===== src/rtl/cpu_pkg.sv =====
// Shared definitions for the 16-bit core: opcodes, scoreboard entry layout
// and the forwarding-select encoding used by pipe_scoreboard.
package cpu_pkg;

    // Widest register number an entry can hold; narrower NREGS zero-extend.
    localparam int DST_W_MAX = 8;

    // Opcode constants of the core ISA.
    localparam logic [3:0] OP_ADD = 4'h0;
    localparam logic [3:0] OP_SUB = 4'h1;
    localparam logic [3:0] OP_AND = 4'h2;
    localparam logic [3:0] OP_OR  = 4'h3;
    localparam logic [3:0] OP_LW  = 4'h8;
    localparam logic [3:0] OP_SW  = 4'h9;
    localparam logic [3:0] OP_BEQ = 4'hC;
    localparam logic [3:0] OP_HLT = 4'hF;

    // Forwarding select value meaning "use the register file".
    localparam int FWD_RF = 0;

    // One in-flight instruction as tracked past ID.
    typedef struct packed {
        logic                 valid;
        logic [DST_W_MAX-1:0] dst;
        logic                 we;
        logic                 is_load;
        logic                 hlt;
    } sb_entry_t;

endpackage


===== src/rtl/pipe_scoreboard_sb_match.sv =====
// sb_match: youngest-match priority encoder for one source operand.
// Entry 0 (EX) is youngest. Reports the forwarding select (k+1 of the
// youngest matching entry, FWD_RF if none) and whether that producer's
// result is not yet available (load still in EX, etc.).
module sb_match
    import cpu_pkg::*;
#(
    parameter int DEPTH    = 3,
    parameter int AW       = 4,
    parameter int ALU_LAT  = 0,
    parameter int LOAD_LAT = 1,
    parameter int ZERO_REG = 1,
    localparam int SW      = $clog2(DEPTH + 1)
) (
    input  sb_entry_t [DEPTH-1:0] entries_i,
    input  logic [AW-1:0]         src_addr_i,
    input  logic                  src_en_i,
    output logic [SW-1:0]         sel_o,
    output logic                  not_ready_o
);

    logic [DEPTH-1:0] unused_hlt;
    logic             zero_src;
    int               lat;

    assign zero_src = (ZERO_REG != 0) && (src_addr_i == '0);

    // Walk oldest to youngest so the youngest match overwrites older ones.
    always_comb begin
        sel_o       = SW'(FWD_RF);
        not_ready_o = 1'b0;
        lat         = 0;
        for (int k = DEPTH - 1; k >= 0; k--) begin
            if (src_en_i && !zero_src && entries_i[k].valid && entries_i[k].we &&
                (entries_i[k].dst == DST_W_MAX'(src_addr_i))) begin
                lat         = entries_i[k].is_load ? LOAD_LAT : ALU_LAT;
                sel_o       = SW'(k + 1);
                not_ready_o = (k < lat);
            end
        end
    end

    // The halt flag plays no part in matching.
    always_comb begin
        unused_hlt = '0;
        for (int k = 0; k < DEPTH; k++) begin
            unused_hlt[k] = entries_i[k].hlt;
        end
    end

endmodule


===== src/rtl/pipe_scoreboard.sv =====
// pipe_scoreboard: hazard / forwarding controller beside the ID stage.
// Tracks in-flight register writes EX..WB in a shift-register scoreboard,
// drives per-source forwarding selects, the load-use stall and halt drain.
// Optional build macro SCOREBOARD_PERF_EN adds saturating 32-bit
// stall_cycles and fwd_hits counters.
module pipe_scoreboard
    import cpu_pkg::*;
#(
    parameter int NREGS    = 16,
    parameter int DEPTH    = 3,
    parameter int NSRC     = 2,
    parameter int ALU_LAT  = 0,
    parameter int LOAD_LAT = 1,
    parameter int ZERO_REG = 1,
    localparam int AW      = $clog2(NREGS),
    localparam int SW      = $clog2(DEPTH + 1)
) (
    input  logic               clk,
    input  logic               rst_n,
    input  logic               id_valid,
    input  logic [NSRC*AW-1:0] id_src_addr,
    input  logic [NSRC-1:0]    id_src_en,
    input  logic [AW-1:0]      id_dst_addr,
    input  logic               id_dst_we,
    input  logic               id_is_load,
    input  logic               id_hlt,
    input  logic               hold,
    input  logic               flush,
    output logic               stall,
    output logic [NSRC*SW-1:0] fwd_sel,
    output logic               drained,
    output logic [SW-1:0]      occupancy
`ifdef SCOREBOARD_PERF_EN
    ,
    output logic [31:0]        stall_cycles,
    output logic [31:0]        fwd_hits
`endif
);

    sb_entry_t [DEPTH-1:0] entry_q, entry_d;
    logic                  halt_pending_q, halt_pending_d;
    logic [NSRC-1:0]       src_not_ready;
    logic                  issue;
    sb_entry_t             new_entry;

    for (genvar i = 0; i < NSRC; i++) begin : g_src
        sb_match #(
            .DEPTH    (DEPTH),
            .AW       (AW),
            .ALU_LAT  (ALU_LAT),
            .LOAD_LAT (LOAD_LAT),
            .ZERO_REG (ZERO_REG)
        ) u_match (
            .entries_i   (entry_q),
            .src_addr_i  (id_src_addr[i*AW +: AW]),
            .src_en_i    (id_src_en[i]),
            .sel_o       (fwd_sel[i*SW +: SW]),
            .not_ready_o (src_not_ready[i])
        );
    end

    assign stall   = id_valid && !flush && (|src_not_ready);
    assign issue   = id_valid && !stall && !flush && !halt_pending_q;
    assign drained = halt_pending_q && (occupancy == '0);

    // Count valid entries.
    always_comb begin
        occupancy = '0;
        for (int k = 0; k < DEPTH; k++) begin
            occupancy = occupancy + SW'(entry_q[k].valid);
        end
    end

    // Next scoreboard state: shift on advance, bubble or issued instr into
    // EX, flush kills the new EX and MEM entries; hold freezes everything.
    always_comb begin
        entry_d        = entry_q;
        halt_pending_d = halt_pending_q;
        new_entry      = '{valid:   issue,
                           dst:     DST_W_MAX'(id_dst_addr),
                           we:      id_dst_we,
                           is_load: id_is_load,
                           hlt:     id_hlt};
        if (!hold) begin
            for (int k = DEPTH - 1; k >= 1; k--) begin
                entry_d[k] = entry_q[k-1];
            end
            entry_d[0] = issue ? new_entry : '0;
            if (flush) begin
                for (int k = 0; k < DEPTH; k++) begin
                    if (k <= 1) begin
                        entry_d[k].valid = 1'b0;
                    end
                end
            end
            if (issue && id_hlt) begin
                halt_pending_d = 1'b1;
            end
        end
    end

    // Scoreboard and halt state registers.
    always_ff @(posedge clk or negedge rst_n) begin
        if (!rst_n) begin
            entry_q        <= '0;
            halt_pending_q <= 1'b0;
        end else begin
            entry_q        <= entry_d;
            halt_pending_q <= halt_pending_d;
        end
    end

`ifdef SCOREBOARD_PERF_EN
    logic [31:0] stall_cycles_q, stall_cycles_d;
    logic [31:0] fwd_hits_q, fwd_hits_d;

    // Saturating performance counters.
    always_comb begin
        stall_cycles_d = stall_cycles_q;
        fwd_hits_d     = fwd_hits_q;
        if (stall && !hold && (stall_cycles_q != '1)) begin
            stall_cycles_d = stall_cycles_q + 32'd1;
        end
        if (issue && (fwd_sel != '0) && (fwd_hits_q != '1)) begin
            fwd_hits_d = fwd_hits_q + 32'd1;
        end
    end

    // Performance counter registers.
    always_ff @(posedge clk or negedge rst_n) begin
        if (!rst_n) begin
            stall_cycles_q <= '0;
            fwd_hits_q     <= '0;
        end else begin
            stall_cycles_q <= stall_cycles_d;
            fwd_hits_q     <= fwd_hits_d;
        end
    end

    assign stall_cycles = stall_cycles_q;
    assign fwd_hits     = fwd_hits_q;
`endif

endmodule


===== config.mk =====
export PLATFORM = sky130hd
export DESIGN_NAME = pipe_scoreboard
export DESIGN_NICKNAME = d
export VERILOG_FILES = /design/src/rtl/cpu_pkg.sv /design/src/rtl/pipe_scoreboard_sb_match.sv /design/src/rtl/pipe_scoreboard.sv
export SDC_FILE = /design/constraint.sdc
export NUM_CORES = 1
export LEC_CHECK = 0
export CAP_MARGIN = 20
export CORE_ASPECT_RATIO = 1.2
export CORE_UTILIZATION = 40
export DETAILED_ROUTE_END_ITERATION = 8
export PLACE_DENSITY = 0.7
export SKIP_LAST_GASP = 1
export SLEW_MARGIN = 10
export SYNTH_ARGS = -nofsm -noshare
export SYNTH_HDL_FRONTEND = slang
export SYNTH_SLANG_ARGS = --single-unit

===== constraint.sdc =====
create_clock -name clk -period 1.28 [get_ports clk]
set_input_delay 0.128 -clock clk [delete_from_list [all_inputs] [get_ports clk]]
set_output_delay 0.128 -clock clk [all_outputs]
set_load 0.01 [all_outputs]

Word level (Yosys, flattened, before mapping) --
Cells that the tools add are included.
Storage, ports and cells: RAM bits 0, memory bits (read-only) 0, bits of input ports 22, memories 0, latch bits 0, word-level logic and storage cells 80, register bits after elaboration 34, output and inout bits 8
Operators by class: reductions and logical operators 37, bitwise operators 1, multiplexer cells 18, equality and inequality tests 6, $add $sub $neg 2, shift-type cells 0, multiply operators 0, divide/modulo/power cells 0, order comparisons 3
Operators with widths (count):
- $eq A8 B4 Y1 | 6
- $lt A1 B32 Y1 const A | 1
- $lt A2 B32 Y1 const A | 1
- $logic_and A1 B1 Y1 | 27
- $mux W12 | 1
- $mux W2 | 6
- $mux W1 | 11
- $logic_not A4 Y1 | 2
- $logic_not A1 Y1 | 5
- $add A1 B1 Y2 | 1
- $add A2 B1 Y2 | 1
- $logic_not A2 Y1 | 1
- $lt A2 B1 Y1 const A | 1
- $reduce_and A2 Y1 | 1
- $reduce_or A2 Y1 | 1
- $not A1 Y1 | 1

Longest topological paths before layout --
Gate-level depths: netlist (run 1).
depth in word-level cells 17, mapped depth 5, mapped depth without buffers 5

By module --
From an unflattened synthesis (run 1), not the netlist that was laid out.
Second synthesis, totals: cells, all modules 119, area, all modules 1422.6 µm²
Modules (own cells, without submodules):
- pipe_scoreboard | area each 979.7 µm², instances 1, seq. area each 625.6 µm², cells each 61
- sb_match | area each 221.5 µm², instances 2, seq. area each 0.0 µm², cells each 29

Worst setup path after synthesis (run 1) --
Ideal clock, no wire load.
kind register to output, start register entry_q[6] (netlist name), end output stall, cell stages (with the launch flop) 6, data arrival time 1.346 ns, data required time 1.152 ns, path buffers 0, path slack -0.194 ns, path through dfrtp_1 xor2_1 nor3_2 nand4_2 a21boi_4 and2b_1
Between the ends: word-level cells in the longest chain between the ends 5, elaborated cells between the ends (all ways) 8, those cells by class eq/ne (2); mux (2); reduce/logical (4)
RTL lines:
- start: declaration | RTL line pipe_scoreboard.sv:40 | sb_entry_t [DEPTH-1:0] entry_q, entry_d;
- start signal: assignment | RTL line pipe_scoreboard.sv:108 | entry_q <= entry_d;
- $eq A8 B4 Y1 | RTL line pipe_scoreboard_sb_match.sv:35 | (entries_i[k].dst == DST_W_MAX'(src_addr_i))) begin
- $logic_and A1 B1 Y1 | RTL line pipe_scoreboard_sb_match.sv:34 | if (src_en_i && !zero_src && entries_i[k].valid && entries_i[k].we &&
- $mux W1 | RTL line pipe_scoreboard_sb_match.sv:34
- $reduce_or A2 Y1 (*) | RTL line pipe_scoreboard.sv:62 | assign stall = id_valid && !flush && (|src_not_ready);
- $logic_and A1 B1 Y1 (*) | RTL line pipe_scoreboard.sv:62
- end: declaration | RTL line pipe_scoreboard.sv:29 | output logic stall,
Every way passes the cells marked *; elsewhere a longest branch is shown, timed or not.

Worst setup path in the final report (run 1) --
start register entry_q[29] (netlist name), end output fwd_sel[3]
Between the ends: word-level cells in the longest chain between the ends 5
RTL lines:
- $eq A8 B4 Y1 | RTL line pipe_scoreboard_sb_match.sv:35
- $logic_and A1 B1 Y1 | RTL line pipe_scoreboard_sb_match.sv:34
- $mux W2 (3 in a row) | RTL line pipe_scoreboard_sb_match.sv:34
- end: declaration | RTL line pipe_scoreboard.sv:30 | output logic [NSRC*SW-1:0] fwd_sel,
Every way passes these cells.

==> results.tsv, run 1 <==
metric	value	unit
post-synthesis sequential area ratio	40.98	%
outcome	finished, violations left	
RD Place Congestion	0.8227	
final worst path period share	147.9	%
static leakage	0.9184	nW
Placed Instance Area	1819	sq um
Rel. slew slack	74.84	%
fin. max-slew vios	0	
post-synthesis cell type count	25	
FF+latch count, synth	20	
post-DP HPWL	2.392	mm
maximum vdd drop	0.0005894	V
RSZ-0062 raised after global routing	yes	
core area	2838	sq um
Worst Clk Skew	0.002624	ns
data arrival time of the worst path	1.77	ns
Setup violations, final	16	
sw frac	26.02	%
Critical Path RT	1.15	ns
post-cts hold buffer count	0	
synthesized area	1221	sq um
# DRC	0	
Synth area leader	dfrtp_1	
setup TNS	-6.279	ns
syn_nets	132	
Final Util	67.64	%
DRT Wirelength	3.128	mm
overall global routing resource usage	21.30	%
CTS root buffer	clkbuf_4	
M1 GR Usage	25.70	%
maximum number of pins on one net before global-route repair	21	
CTS tree	built	
final instance area	1919	sq um
Worst Setup Path Type	flip-flop to output port	
Nets	202	
Via density	5.066	
Worst-path clk slew	0.11	ns
Hold Vio Cnt, Final	0	
crit-path leading delay family	simple AND/OR/NAND/NOR gates	
max_cap viols	0	
DR vias	1069	
Slowest cell on crit path	dfrtp_1	
initial antenna violation count	0	
share of layout cells above drive strength 1	42.37	%
failing checks	setup timing	
HP Class	primary input to asynchronous set/reset pin	
die span in y	62.53	microns
crit end category	output port	
grt peak-use layer	met2	
Worst-Skew Late Latency	0.30	ns
f_max	528.2	MHz
FP Rows	21	
Fill cells	233	
remaining antenna violation count	0	
syn_area_per_cell	11.20	sq um
IO Count	30	
Worst Path Buf+Inv	2	
Crit Path Max Fanout	3	
top cell type's share of synthesized area	40.98	%
switching power of the nets	318.9	uW
Final min period	1.893	ns
Synth Flop Type	dfrtp_1	
hold slack	0.1632	ns
Tightest Pin Transition	0.3761	ns
# H-tree levels	1	
pwr/cell area	638.4	nW/um^2
setup ws final	-0.6134	ns
vias in the first global route	1170	
Worst Setup Start Kind	flip-flop	
TritonCTS Sinks	20	
# diodes	0	
Die Wd	52.44	microns
placed instance count	204	
top post-synthesis cells by area	dfrtp_1, mux2_2, xnor2_1, xor2_1, nand2_1	
internal power	906.5	uW
Post-Synthesis Cells	109	
Commonest cells post-synth	dfrtp_1, xnor2_1, nand2_1, mux2_2, xor2_1	
Layout area overhead	57.17	%
gr ovfl total	0	
clock group share of total power	24.8	%
Synthesis Warnings	0	
CP Cell Sequence	xor2_1 -> nor4_2 -> nand4_1 -> buf_4 -> a21boi_2 -> buf_2	
FFs w/ async S/R, synth	100.0	%
1st-pass router iterations	4	
mean routed wirelength per cell	14.82	microns
DRT iter0 DRCs	17	
top-count cell post-synth	dfrtp_1	
Logic pwr share	22.1	%
Clock Tree Buf Depth	2	
Finished Layout Cells	211	
EDFF count, synth	0	
met3 GRT Util	3.650	%
Crit path largest cell delay	0.44	ns
met2 Usage GRT	36.08	%
global-route wire length before repair	5.216	mm
Port Buffers	29	
Die Area	3279	sq um
CTS Buf Count	3	
Starting Density	43.03	%
register share of total power	53.0	%
==> final cells by class <==
type	instances	area, sq um	share of cell area (%)
clock buffer	3	22.52	1.173
multi-input combinational	87	775.7	40.42
sequential	20	500.5	26.08
tap	34	42.54	2.216
timing repair buffer	67	578.1	30.12
==> layout by cell type (no fill, tap or decap), types with 3 or more instances in the layout <==
cell             count
buf_6                7
xnor2_1             13
mux2_2              11
clkdlybuf4s50_1     15
buf_4               33
nand3b_1             6
o21ai_1              6
dfrtp_1             20
clkbuf_4             3
nand2_1             11
xor2_1              10
dlygate4sd2_1        5
o41ai_4              3
nand4_1              4
buf_2                5
==> per-layer routing <==
layer	vias up	wire, microns
li1	526	-
met1	511	1282
met2	26	1674
met3	6	114
met4	0	57
met5	-	0
==> repair_timing <==
item                                    4_1_cts  5_1_grt
pin swaps                                    14        7
gates resized for setup                      42       15
endpoints found under the setup margin       16       16
buffers inserted                              0        4
==> worst reg2reg max path, delay by kind of cell, from the launching register on <==
family | cells | cell delay, ns
AO/OA/AOI/OAI | 2 | 0.29
XOR/XNOR | 1 | 0.18
buffers and inverters | 3 | 0.41
flip-flops | 1 | 0.43
AND/OR/NAND/NOR | 1 | 0.19
==> kinds of logic (layout without fill, tap and decap cells) <==
logic type	after synthesis	after routing	synth area share, %
buffers and inverters	2	70	0.6150
muxes	11	11	10.14
adders and majority gates	1	1	1.639
AOI/OAI and AO/OA	14	14	11.48
xor gates and xnor gates	24	24	17.21
and+or+nand+nor	37	37	17.93
DFF	20	20	40.98
==> final timing paths <==
| path | from | to | slack, ns | depth (start not counted) |
|---|---|---|---|---|
| min in group clk | id_hlt | halt_pending_q | 0.36 | 3 |
| setup / recovery | entry_q[29] | fwd_sel[3] | -0.61 | 6 |
| max in group asynchronous | rst_n | entry_q[30] | 0.90 | 2 |
| hold / removal | rst_n | halt_pending_q | 0.16 | 2 |
| hold reg to reg | entry_q[1] | entry_q[1] | 0.52 | 2 |
| setup reg to reg | entry_q[3] | entry_q[11] | -0.33 | 7 |
==> power by group through the flow <==
stage,logic (mW),clock network [mW],registers [mW]
after CTS,0.266,0.316,0.650
final,0.271,0.304,0.650
after floorplan,0.0855,0,0.663
after detailed placement,0.266,0,0.662
after global routing,0.293,0.350,0.652
after global placement,0.262,0,0.662
==> stage by stage <==
step	power [mW]	worst slack, ns
global route	1.294	-0.7138
global placement	0.9239	-1.084
floorplan	0.7484	-0.1893
CTS	1.232	-0.6441
detailed placement	0.9279	-1.101
finish	1.225	-0.6134
==> flip-flops by register name (all words and copies together), names as in the netlist <==
signal,cells
entry_q,19
halt_pending_q,1
Power figures use the tool's default switching activity.
==> run 2, diff against run 1 <==
- CAP_MARGIN: 20 -> default
- TNS_END_PERCENT: default -> 20
==> run 2 against run 1 <==
Compared with the run above: the run still ends with setup timing left; combinational power down 1%; sequential cell count did not move; power up 4.1%; register-to-register slack better by 0.09 ns; clock power grew 18%; die area stayed put; critical endpoint unchanged; highest routed layer unchanged.
==> results.tsv, run 2 (synthesis gave the netlist of run 1 again) <==
metric	value	unit	change
crit-path leading delay family	buffers and inverters		was simple AND/OR/NAND/NOR gates
Worst-Skew Late Latency	0.29	ns	was 0.30 ns
HP Class	primary input to asynchronous set/reset pin		unchanged
Reg with most FFs	entry_q		unchanged
final instance area	1859	sq um	was 1919 sq um
gr ovfl total	0		unchanged
overall global routing resource usage	21.20	%	was 21.30%
setup TNS	-6.218	ns	was -6.279 ns
data arrival time of the worst path	1.77	ns	about the same
1st-pass router iterations	6		was 4
core area	2838	sq um	unchanged
Die Area	3279	sq um	unchanged
post-cts hold buffer count	0		unchanged
Worst-path clk slew	0.12	ns	was 0.11 ns
Worst Path Buf+Inv	3		was 2
Worst Setup Start Kind	primary input		was flip-flop
maximum vdd drop	0.0004780	V	was 0.0005894 V
Crit Path Max Fanout	3		unchanged
cells on worst reg2reg path	6		was 7
DRT iter0 DRCs	17		unchanged
Nets	199		was 202
share of layout cells above drive strength 1	39.43	%	was 42.37%
RSZ-0062 raised after global routing	yes		unchanged
maximum number of pins on one net before global-route repair	21		unchanged
total chip power	1.275	mW	was 1.225 mW
Layout area overhead	52.25	%	was 57.17%
fin. max-slew vios	0		unchanged
FP Rows	21		unchanged
Crit path largest cell delay	0.50	ns	was 0.44 ns
failing checks	setup timing		unchanged
hold slack	0.1752	ns	was 0.1632 ns
Worst Setup Path Type	primary input to output port		was flip-flop to output port
worst r2r src	entry_q[6]		was entry_q[3]
Setup violations, final	16		unchanged
static leakage	0.8749	nW	was 0.9184 nW
max_cap viols	0		unchanged
global-route wire length before repair	5.271	mm	was 5.216 mm
CP Cell Sequence	clkdlybuf4s50_1 -> buf_4 -> xor2_1 -> nor3_1 -> nand4_1 -> a21boi_2 -> buf_2		was xor2_1 -> nor4_2 -> nand4_1 -> buf_4 -> a21boi_2 -> buf_2
Critical Path RT	1.15	ns	about the same
Clock Tree Buf Depth	2		unchanged
pre-CTS WS	-1.008	ns	was -1.101 ns
Final Util	65.52	%	was 67.64%
crit end category	output port		unchanged
initial antenna violation count	0		unchanged
vias in the first global route	1161		was 1170
Placed Instance Area	1799	sq um	was 1819 sq um
CTS root buffer	clkbuf_4		unchanged
R2R Setup Slk	-0.24	ns	was -0.33 ns
f_max	526.6	MHz	was 528.2 MHz
CTS tree	built		unchanged
# diodes	0		unchanged
Finished Layout Cells	209		was 211
Rel. slew slack	75.00	%	was 74.84%
Worst Clk Skew	0.01044	ns	was 0.002624 ns
remaining antenna violation count	0		unchanged
Die Wd	52.44	microns	unchanged
placed instance count	203		was 204
outcome	finished, violations left		unchanged
Hold Vio Cnt, Final	0		unchanged
Worst Setup SP	id_src_addr[5]		was entry_q[29]
# H-tree levels	1		unchanged
die span in y	62.53	microns	unchanged
IO Count	30		unchanged
DR vias	1065		was 1069
Via density	5.096		was 5.066
Slowest cell on crit path	clkdlybuf4s50_1		was dfrtp_1
Final min period	1.899	ns	was 1.893 ns
Tightest Pin Transition	0.3738	ns	was 0.3761 ns
pwr/cell area	685.9	nW/um^2	was 638.4 nW/um^2
Port Buffers	29		unchanged
post-DP HPWL	2.379	mm	was 2.392 mm
RD Place Congestion	0.8982		was 0.8227
CTS Buf Count	3		unchanged
Starting Density	43.03	%	unchanged
biggest regs	entry_q: 19 flops, halt_pending_q: 1 flops		unchanged
Fill cells	240		was 233
mean routed wirelength per cell	14.79	microns	was 14.82 microns
most frequent cells in the layout	buf_4, dfrtp_1, clkdlybuf4s50_1		unchanged
Largest register FFs	19		unchanged
final worst path period share	148.4	%	was 147.9%
# DRC	0		unchanged
DRT Wirelength	3.091	mm	was 3.128 mm
setup ws final	-0.6191	ns	was -0.6134 ns
TritonCTS Sinks	20		unchanged
worst r2r dst	entry_q[4]		was entry_q[11]
most common cell after layout, fill and taps aside	buf_4		unchanged
-- run 2: metal layers --
layer / vias to the layer above / routed length, microns / track usage [%]
met5: - / 0 / 0
met4: 0 / 15 / 7.237
met3: 2 / 79 / 3.406
met2: 18 / 1666 / 35.92
met1: 523 / 1329 / 26.52
li1: 522 / - / -
-- run 2: final cells by class --
cell class	instances	area (sq um)	area share, %
Timing Repair Buffer	64	521.8	28.06
Tap cell	34	42.54	2.288
Multi-Input combinational cell	87	758.2	40.78
Clock buffer	4	36.28	1.952
Sequential cell	20	500.5	26.92
-- run 2: worst max-delay path by stage --
stage / endpoint / depth (start not counted) / slack (ns)
3_3_place_gp: fwd_sel[3] / 6 / -0.94
3_5_place_dp: fwd_sel[3] / 6 / -1.01
4_1_cts: fwd_sel[3] / 6 / -0.58
6_report: fwd_sel[3] / 7 / -0.62
5_1_grt: fwd_sel[3] / 6 / -0.67
2_1_floorplan: stall / 5 / -0.19
-- run 2: repair_timing --
item                                    4_1_cts  5_1_grt
setup buffers                                 2        0
endpoints found under the setup margin       16       16
gates cloned                                  0        0
pin swaps                                    11        3
gates resized for setup                      34        3
-- run 2: report_power, final --
| group | internal [mW] | switching, mW | total (mW) |
|---|---|---|---|
| combinational | 0.152 | 0.115 | 0.267 |
| clock | 0.173 | 0.185 | 0.358 |
| sequential | 0.641 | 0.00873 | 0.650 |
==> run 3, diff against run 2 <==
- SKIP_CTS_REPAIR_TIMING: default -> 1
==> run 3 against run 2 <==
Compared with the run above: the run still ends with setup timing left; clock power rose by 1%; highest routed layer unchanged; critical path depth down 1; largest power group unchanged; die area unchanged; clock skew down 0.00092 ns; power grew 0.19%; critical path type is now flip-flop to output port; register-to-register slack worse by 0.02 ns; critical endpoint is now fwd_sel[2]; utilization is 0.22 points higher; sequential power about the same; combinational power about the same; wire length decreased by 6.2%; non-clock buffer count did not move; worst hold slack got worse by 0.0077 ns.
==> results.tsv, run 3 (synthesis gave the netlist of run 1 again) <==
metric	value	unit	change
Worst-Skew Late Latency	0.30	ns	was 0.29 ns
remaining antenna violation count	0		unchanged
pre-CTS WS	-1.008	ns	unchanged
biggest regs	entry_q: 19 flops, halt_pending_q: 1 flops		unchanged
RD Place Congestion	0.8982		unchanged
Multi-input gate area	740.7	sq um	was 758.2 sq um
# diodes	0		unchanged
DR vias	1059		was 1065
TritonCTS Sinks	20		unchanged
crit end category	output port		unchanged
most frequent cells in the layout	buf_4, dfrtp_1, clkdlybuf4s50_1		unchanged
Setup violations, final	16		unchanged
Via density	5.067		was 5.096
total chip power	1.278	mW	was 1.275 mW
Fill cells	237		was 240
fin. max-slew vios	0		unchanged
CP Cell Sequence	xor2_1 -> nor4_1 -> nand4_1 -> nand2b_1 -> nand2_1 -> dlymetal6s2s_1		was clkdlybuf4s50_1 -> buf_4 -> xor2_1 -> nor3_1 -> nand4_1 -> a21boi_2 -> buf_2
Final Util	65.74	%	was 65.52%
DRT Wirelength	2.899	mm	was 3.091 mm
Nets	199		unchanged
f_max	531.7	MHz	was 526.6 MHz
Worst Clk Skew	0.009518	ns	was 0.01044 ns
Hold Vio Cnt, Final	0		unchanged
FF+latch area	500.5	sq um	unchanged
M1 GR Usage	25.43	%	was 26.52%
CTS root buffer	clkbuf_4		unchanged
CTS Buf Count	3		unchanged
Worst-path clk slew	0.12	ns	about the same
CTS tree	built		unchanged
DRT iter0 DRCs	11		was 17
Worst Setup Path Type	flip-flop to output port		was primary input to output port
worst r2r dst	entry_q[4]		unchanged
placed instance count	203		unchanged
R2R Setup Slk	-0.26	ns	was -0.24 ns
FP Rows	21		unchanged
gr ovfl total	0		unchanged
grt peak-use layer	met2		unchanged
Clock Tree Buf Depth	2		unchanged
post-DP HPWL	2.379	mm	unchanged
data arrival time of the worst path	1.75	ns	was 1.77 ns
pwr/cell area	684.9	nW/um^2	was 685.9 nW/um^2
Rel. slew slack	74.91	%	was 75.00%
static leakage	0.9260	nW	was 0.8749 nW
overall global routing resource usage	20.32	%	was 21.20%
global-route wire length before repair	5.106	mm	was 5.271 mm
Critical Path RT	1.15	ns	about the same
1st-pass router iterations	3		was 6
IO Count	30		unchanged
initial antenna violation count	0		unchanged
final worst path period share	146.9	%	was 148.4%
setup ws final	-0.6007	ns	was -0.6191 ns
cells on worst reg2reg path	6		unchanged
Port Buffers	29		unchanged
HP Class	primary input to asynchronous set/reset pin		unchanged
maximum vdd drop	0.0004808	V	was 0.0004780 V
share of layout cells above drive strength 1	36.57	%	was 39.43%
failing checks	setup timing		unchanged
max_cap viols	0		unchanged
# DRC	0		unchanged
Tightest Pin Transition	0.3751	ns	was 0.3738 ns
Worst Path Buf+Inv	1		was 3
core area	2838	sq um	unchanged
Crit Path Max Fanout	3		unchanged
mean routed wirelength per cell	13.87	microns	was 14.79 microns
most common cell after layout, fill and taps aside	buf_4		unchanged
Starting Density	43.03	%	unchanged
Worst Setup Start Kind	flip-flop		was primary input
Reg with most FFs	entry_q		unchanged
Final min period	1.881	ns	was 1.899 ns
# H-tree levels	1		unchanged
Die Wd	52.44	microns	unchanged
Largest register FFs	19		unchanged
die span in y	62.53	microns	unchanged
met3 GRT Util	3.893	%	was 3.406%
vias in the first global route	1161		unchanged
RSZ-0062 raised after global routing	yes		unchanged
maximum number of pins on one net before global-route repair	21		unchanged
outcome	finished, violations left		unchanged
hold slack	0.1675	ns	was 0.1752 ns
Slowest cell on crit path	dfrtp_1		was clkdlybuf4s50_1
Crit path largest cell delay	0.44	ns	was 0.50 ns
Layout area overhead	52.77	%	was 52.25%
worst r2r src	entry_q[6]		unchanged
Die Area	3279	sq um	unchanged
Finished Layout Cells	209		unchanged
met2 Usage GRT	34.02	%	was 35.92%
crit-path leading delay family	simple AND/OR/NAND/NOR gates		was buffers and inverters
==> run 3: worst max-delay path by stage <==
stage | from | endpoint | slack, ns | depth (start not counted)
finish | entry_q[30] | fwd_sel[2] | -0.60 | 6
global route | entry_q[6] | stall | -0.67 | 6
CTS | entry_q[29] | fwd_sel[3] | -1.04 | 5
detailed placement | id_src_addr[4] | fwd_sel[3] | -1.01 | 6
global placement | id_src_addr[4] | fwd_sel[3] | -0.94 | 6
floorplan | entry_q[6] | stall | -0.19 | 5
==> run 3: area by class of cell <==
| type | instances | share of cell area [%] |
|---|---|---|
| multi-input cells | 87 | 39.70 |
| flip-flops and latches | 20 | 26.83 |
| clock buffers | 4 | 1.945 |
| repair buffers | 64 | 29.24 |
| well taps | 34 | 2.280 |
==> run 3: routing by layer <==
layer / wire length (microns) / vias up
met5: 0 / -
met4: 25 / 0
met3: 106 / 4
met2: 1538 / 20
met1: 1228 / 512
li1: - / 523
==> run 3: report_power, final <==
| part | switching (mW) | internal, mW | total (mW) |
|---|---|---|---|
| Clock | 0.188 | 0.173 | 0.362 |
| Combinational | 0.110 | 0.157 | 0.267 |
| Sequential | 0.00840 | 0.641 | 0.649 |
==> run 3: through the flow <==
stage               cell area (sq um)  TNS, ns
floorplan                        1226   -1.053
global placement                 1799   -10.07
detailed placement               1799   -10.78
CTS                              1836   -9.635
global route                     1866   -7.331
finish                           1866   -6.121
